$ cat src/rtl/fll_acquisition_controller.sv
// FLL acquisition controller: sweeps the NCO word, pulls in on detect, tracks in lock.
// Latency: freq_word/freq_valid register one cycle after an accepted err sample.
// Backpressure: err_ready is low only in IDLE; no internal buffering.
module fll_acquisition_controller #(
  parameter int FreqWidth       = 24,
  parameter int FreqLimit       = 4194304,
  parameter int SweepStep       = 4096,
  parameter int DetectThreshold = 256,
  parameter int LockThreshold   = 32,
  parameter int UnlockThreshold = 128,
  parameter int LockCount       = 16,
  parameter int UnlockCount     = 8,
  parameter int PullInTimeout   = 1024,
  parameter int AcqShift        = 6,
  parameter int TrackShift      = 2
) (
  input  logic                        clk,
  input  logic                        rst,
  input  logic                        enable,
  input  logic signed [11:0]          err,
  input  logic                        err_valid,
  output logic                        err_ready,
  output logic signed [FreqWidth-1:0] freq_word,
  output logic                        freq_valid,
  output logic                        locked,
  output logic [1:0]                  state
);

  localparam int W2 = FreqWidth + 2;
  localparam int CntMax = (PullInTimeout > LockCount)
                          ? ((PullInTimeout > UnlockCount) ? PullInTimeout : UnlockCount)
                          : ((LockCount > UnlockCount) ? LockCount : UnlockCount);
  localparam int CntW = $clog2(CntMax + 1);

  localparam logic signed [W2-1:0] LimP  = W2'(FreqLimit);
  localparam logic signed [W2-1:0] LimN  = -LimP;
  localparam logic signed [W2-1:0] StepW = W2'(SweepStep);
  localparam logic [CntW-1:0] LockCnt    = CntW'(LockCount);
  localparam logic [CntW-1:0] UnlockCnt  = CntW'(UnlockCount);
  localparam logic [CntW-1:0] TmoCnt     = CntW'(PullInTimeout);
  localparam logic [CntW-1:0] CntOne     = CntW'(1);
  localparam logic [CntW-1:0] CntZero    = '0;

  typedef enum logic [1:0] {
    S_IDLE  = 2'd0,
    S_SWEEP = 2'd1,
    S_PULL  = 2'd2,
    S_LOCK  = 2'd3
  } state_t;

  state_t                 r_state, w_state_nxt;
  logic [FreqWidth-1:0]   r_fw, w_fw_nxt;
  logic                   r_fv, w_fv_nxt;
  logic                   r_dir, w_dir_nxt;   // 0 = sweeping upward
  logic [CntW-1:0]        r_lock_cnt, w_lock_nxt;
  logic [CntW-1:0]        r_tmo_cnt, w_tmo_nxt;
  logic [CntW-1:0]        r_unl_cnt, w_unl_nxt;

  logic                   w_acc;
  logic [11:0]            w_abs;
  logic signed [W2-1:0]   w_fw_ext, w_err_ext;
  logic signed [W2-1:0]   w_acq_sat, w_trk_sat, w_swp_sum, w_swp_sat;
  logic                   w_swp_over;
  logic [CntW-1:0]        w_lock_inc, w_tmo_inc, w_unl_inc;

  function automatic logic signed [W2-1:0] f_sat(input logic signed [W2-1:0] v);
    if (v > LimP)      f_sat = LimP;
    else if (v < LimN) f_sat = LimN;
    else               f_sat = v;
  endfunction

  // Magnitude is 12-bit unsigned so -2048 maps to 2048 rather than wrapping.
  assign w_abs      = err[11] ? (~err + 12'd1) : err;
  assign w_acc      = err_valid && (r_state != S_IDLE);
  assign w_fw_ext   = {{2{r_fw[FreqWidth-1]}}, r_fw};
  assign w_err_ext  = {{(W2-12){err[11]}}, err};
  assign w_acq_sat  = f_sat(w_fw_ext + (w_err_ext <<< AcqShift));
  assign w_trk_sat  = f_sat(w_fw_ext + (w_err_ext <<< TrackShift));
  assign w_swp_sum  = r_dir ? (w_fw_ext - StepW) : (w_fw_ext + StepW);
  assign w_swp_over = (w_swp_sum > LimP) || (w_swp_sum < LimN);
  assign w_swp_sat  = f_sat(w_swp_sum);
  assign w_lock_inc = r_lock_cnt + CntOne;
  assign w_tmo_inc  = r_tmo_cnt + CntOne;
  assign w_unl_inc  = r_unl_cnt + CntOne;

  // State, frequency word and counters register; rst discards any pending update.
  always_ff @(posedge clk) begin
    if (rst) begin
      r_state    <= S_IDLE;
      r_fw       <= '0;
      r_fv       <= 1'b0;
      r_dir      <= 1'b0;
      r_lock_cnt <= '0;
      r_tmo_cnt  <= '0;
      r_unl_cnt  <= '0;
    end else begin
      r_state    <= w_state_nxt;
      r_fw       <= w_fw_nxt;
      r_fv       <= w_fv_nxt;
      r_dir      <= w_dir_nxt;
      r_lock_cnt <= w_lock_nxt;
      r_tmo_cnt  <= w_tmo_nxt;
      r_unl_cnt  <= w_unl_nxt;
    end
  end

  // Next state and datapath; only accepted samples move the word or counters.
  always_comb begin
    w_state_nxt = r_state;
    w_fw_nxt    = r_fw;
    w_fv_nxt    = 1'b0;
    w_dir_nxt   = r_dir;
    w_lock_nxt  = r_lock_cnt;
    w_tmo_nxt   = r_tmo_cnt;
    w_unl_nxt   = r_unl_cnt;
    if (!enable) begin
      // Abort wins over any sample accepted this cycle.
      w_state_nxt = S_IDLE;
      w_fw_nxt    = '0;
      w_dir_nxt   = 1'b0;
      w_lock_nxt  = CntZero;
      w_tmo_nxt   = CntZero;
      w_unl_nxt   = CntZero;
    end else begin
      case (r_state)
        S_IDLE: begin
          w_state_nxt = S_SWEEP;
          w_fw_nxt    = '0;
          w_dir_nxt   = 1'b0;
          w_lock_nxt  = CntZero;
          w_tmo_nxt   = CntZero;
          w_unl_nxt   = CntZero;
        end
        S_SWEEP: begin
          if (w_acc) begin
            w_fv_nxt = 1'b1;
            if (w_abs >= 12'(DetectThreshold)) begin
              // Detecting sample applies the pull-in update instead of a step.
              w_state_nxt = S_PULL;
              w_fw_nxt    = w_acq_sat[FreqWidth-1:0];
              w_lock_nxt  = CntZero;
              w_tmo_nxt   = CntZero;
              w_unl_nxt   = CntZero;
            end else begin
              // A step landing exactly on the limit is legal; only overshoot reverses.
              w_fw_nxt = w_swp_sat[FreqWidth-1:0];
              if (w_swp_over) w_dir_nxt = ~r_dir;
            end
          end
        end
        S_PULL: begin
          if (w_acc) begin
            w_fv_nxt   = 1'b1;
            w_fw_nxt   = w_acq_sat[FreqWidth-1:0];
            w_lock_nxt = (w_abs <= 12'(LockThreshold)) ? w_lock_inc : CntZero;
            w_tmo_nxt  = w_tmo_inc;
            // Lock is checked first so it wins a same-sample timeout.
            if ((w_abs <= 12'(LockThreshold)) && (w_lock_inc == LockCnt)) begin
              w_state_nxt = S_LOCK;
              w_lock_nxt  = CntZero;
              w_tmo_nxt   = CntZero;
              w_unl_nxt   = CntZero;
            end else if (w_tmo_inc == TmoCnt) begin
              w_state_nxt = S_SWEEP;
              w_lock_nxt  = CntZero;
              w_tmo_nxt   = CntZero;
              w_unl_nxt   = CntZero;
            end
          end
        end
        default: begin
          if (w_acc) begin
            w_fv_nxt  = 1'b1;
            w_fw_nxt  = w_trk_sat[FreqWidth-1:0];
            w_unl_nxt = (w_abs > 12'(UnlockThreshold)) ? w_unl_inc : CntZero;
            if ((w_abs > 12'(UnlockThreshold)) && (w_unl_inc == UnlockCnt)) begin
              w_state_nxt = S_PULL;
              w_lock_nxt  = CntZero;
              w_tmo_nxt   = CntZero;
              w_unl_nxt   = CntZero;
            end
          end
        end
      endcase
    end
  end

  // Outputs decoded from registered state and datapath.
  always_comb begin
    err_ready  = (r_state != S_IDLE);
    locked     = (r_state == S_LOCK);
    state      = r_state;
    freq_word  = r_fw;
    freq_valid = r_fv;
  end

endmodule

$ cat config.mk
export PLATFORM = sky130hd
export DESIGN_NAME = fll_acquisition_controller
export DESIGN_NICKNAME = d
export VERILOG_FILES = /design/src/rtl/fll_acquisition_controller.sv
export SDC_FILE = /design/constraint.sdc
export NUM_CORES = 1
export LEC_CHECK = 0
export BUFFER_PORTS_ARGS = -buffer_cell sky130_fd_sc_hd__buf_4
export CORE_MARGIN = 2
export CORE_UTILIZATION = 44
export CTS_CLUSTER_SIZE = 8
export DETAILED_ROUTE_END_ITERATION = 7
export PLACE_DENSITY = 0.64
export SETUP_SLACK_MARGIN = 0.2
export SLEW_MARGIN = 20
export SYNTH_ARGS = -nofsm -noshare
export SYNTH_HDL_FRONTEND = slang
export SYNTH_SLANG_ARGS = --single-unit
export TNS_END_PERCENT = 20
$ cat constraint.sdc
create_clock -name clk -period 6.25 [get_ports clk]
set_clock_uncertainty 0.05 [all_clocks]
set_input_delay 0.3125 -clock clk [delete_from_list [all_inputs] [get_ports clk]]
set_output_delay 0.3125 -clock clk [all_outputs]
set_load 0.02 [all_outputs]
==> key figures <==
Synth
  • Asr flop ratio synth: 0%
  • Synth Warn #: 0
  • Syn Nets: a little under 1000
  • Cell with the most instances after synthesis: nor2_1
  • Mapped cell area: around 6700 um2
  • Average size of a mapped cell: 7.31 um2
  • Main flop type after synthesis: dfxtp_1
  • Yosys cell types: 79
  • Sequential-to-total area share from yosys stat: 18.3%
  • EDFF count, synth: 0
  • Share of Yosys cell area claimed by the top area cell type: 18.3%
  • Cell count after synthesis: 911
  • Top cells by area, synth: dfxtp_1, ha_1, a21oi_1
  • Synthesized flop and latch total: 61
  • Commonest cells in the netlist: nor2_1, a21oi_1, o21ai_0
  • Leading area contributor after synthesis: dfxtp_1

Global route
  • Global-route wire length before repair: roughly 33 mm
  • Pin count of the biggest net entering global routing: 41
  • Initial antenna violation count: 0
  • Overflow after GRT: 0
  • Total GRT Usage: 25.3%
  • Vias in the first global route: 6256

Finish
  • Layout Nets: 1010
  • ANT cells: 0
  • Post-Layout Inst Area: 7410 um2
  • P&R area growth vs syn: 11.3%
  • Fin cells: 1124
  • Layout cell share with drive strength beyond 1: 10.3%

Clocking
  • Clock Path Buffers: 2
  • Post-CTS resize count: 0
  • Worst skew pair latency: approximately 0.35 ns
  • Total CTS buffers: 9
  • Number of clock sinks: 61
  • Clk root buf: clkbuf_16
  • Setup bufs post-CTS: 0
  • TritonCTS clock tree: done
  • CTS H-tree depth: 3
  • Hold Buf Count CTS: 0
  • Clock transition at path regs: around 0.05 ns

Min path
  • Hold Startpoint: err_valid
  • Worst Hold End: freq_valid
  • Hold WC Path Type: input pin to register
  • WHS Path Cells: 3

Routing
  • Vias per std cell: 6.31
  • Antenna Nets Post-Route: 0
  • WL final: ~20 mm
  • TritonRoute pass-1 iters: 8
  • DRC: 0
  • WL/cell: ~18 um
  • Drt initial violations: 635
  • Via count: 7089

Setup path
  • CP Capture Type: register
  • CP Launch Type: register
  • R2r setup slk: 1.84 ns
  • Critical R2R Capture: freq_word[19]
  • CP Data Required Time: 6.47 ns
  • CP Class: register to register
  • Worst r2r path cells: 11
  • Crit path max fanout: 13
  • Critical register-to-register path startpoint: r_dir
  • Worst EP arrival: roughly 4.6 ns

Timing
  • Max transition margin: 43.9%
  • Slew @ Worst Pin: 0.820 ns
  • Post-layout min period: 4.41 ns
  • Fin worst setup slack: between 1.5 and 2 ns
  • Final setup vio count: 0
  • Tcrit/Tclk final: approximately 70%
  • RSZ-0062 raised after global routing: no
  • Final hold slack: 0.283 ns
  • Slew Limit Fails: 0
  • Fmax: 0.227 GHz
  • TNS Setup: 0 ns
  • Final hold viol count: 0

Outcome
  • Outcome: finished, final reports clean

Power and ir drop
  • Pwr dens: 218 nW/um2
  • Pleak: 3.04 nW
  • Worst vdd ir: 0.000114 V

Die
  • Horiz. Die Dim: about 130 um
  • Die height: 127 um
  • Cell Rows: 44
  • Full die area: between 15000 and 20000 um2
  • I/O Pins: 45
  • Initial Util: 45.5%
  • Core box area: ~15000 um2

Place
  • Post-DP HPWL: approximately 16 mm
  • Cell Area, Placed: 7130 um2
  • IO Port Bufs: 44
  • Dpl cells: 1109
  • Placer Congestion: approximately 0.92
  • Worst slack at placement: approximately 1.9 ns

Run
  • MaxCap Viol Count: 0
## registers in the layout, summed over array words and instances, names as in the netlist
signal      cells
freq_valid      1
freq_word      24
r_dir           1
r_lock_cnt     11
r_tmo_cnt      11
r_unl_cnt      11
state           2
## metrics by stage
stage	util, %	power [mW]
2_1_floorplan	-	0.920
3_3_place_gp	48.7	1.12
3_5_place_dp	48.7	1.11
4_1_cts	50.6	1.61
5_1_grt	50.6	1.70
6_report	50.6	1.62
## where the power goes
part           switching (mW)  internal (mW)
registers              0.0301          0.405
logic                   0.440          0.248
clock network           0.190          0.304
total                   0.660          0.956
## how the worst max path moves through the flow
stage / start / endpoint / slack (ns) / cells past startpoint
detailed placement: err[0] / freq_word[12] / 1.87 / 13
finish: r_dir / freq_word[19] / 1.84 / 11
floorplan: freq_word[6] / freq_word[12] / 2.41 / 13
global route: r_dir / freq_word[19] / 1.44 / 11
CTS: r_dir / freq_word[19] / 1.85 / 11
global placement: r_dir / freq_word[19] / 1.88 / 11
## metal layers
layer / global-route usage (%) / share of wire, % / wire, um
met5: 0 / 0 / 0
met2: 39.3 / 44 / 8960
met3: 5.28 / 5.9 / 1200
met4: 8.21 / 2.2 / 452
met1: 35.1 / 48 / 9750
## cells in the final DEF, fill, tap and decap left out, types with 9 or more instances in the layout
| cell type | instances |
|---|---|
| xor2_1 | 14 |
| a31oi_1 | 14 |
| nor3_1 | 37 |
| xnor2_1 | 19 |
| inv_1 | 30 |
| nor4_1 | 14 |
| and2_1 | 13 |
| nand3_1 | 36 |
| nor2_1 | 91 |
| or2_2 | 12 |
| or3_1 | 15 |
| nand2_1 | 56 |
| o21ai_0 | 72 |
| buf_4 | 50 |
| and3_1 | 13 |
| a221oi_1 | 15 |
| clkbuf_16 | 9 |
| nand2b_1 | 15 |
| ha_1 | 55 |
| nand4_1 | 12 |
| dfxtp_1 | 61 |
| a21oi_1 | 83 |
| a21o_1 | 24 |
| or4_1 | 9 |
## area by class of cell
| class | instances | area (um2) |
|---|---|---|
| clock inverters | 5 | 52.6 |
| clock buffers | 10 | 229 |
| multi-input cells | 784 | 5190 |
| repair buffers | 50 | 375 |
| flip-flops and latches | 61 | 1220 |
| inverters | 30 | 113 |
| fillers | 1503 | 7240 |
| well taps | 184 | 230 |
## logic make-up after synthesis
group | share of synthesized area, %
xor gates and xnor gates | 4.34
and+or+nand+nor | 28.9
muxes | 1.37
AOI/OAI and AO/OA | 32.0
adders and majority gates | 11.2
DFF | 18.3
buffers and inverters | 3.76
## worst max-delay path, stage by stage, from the launching register on
cell,delay (ns)
dfxtp_1,0.69
ha_1,0.36
a21o_1,0.18
a21o_1,0.21
a211o_1,0.34
a2111oi_0,0.56
o21a_1,0.27
nor2_1,0.08
a211o_1,0.30
a211oi_2,0.62
or3b_2,0.51
a31oi_1,0.16
Power figures use the tool's default switching activity.
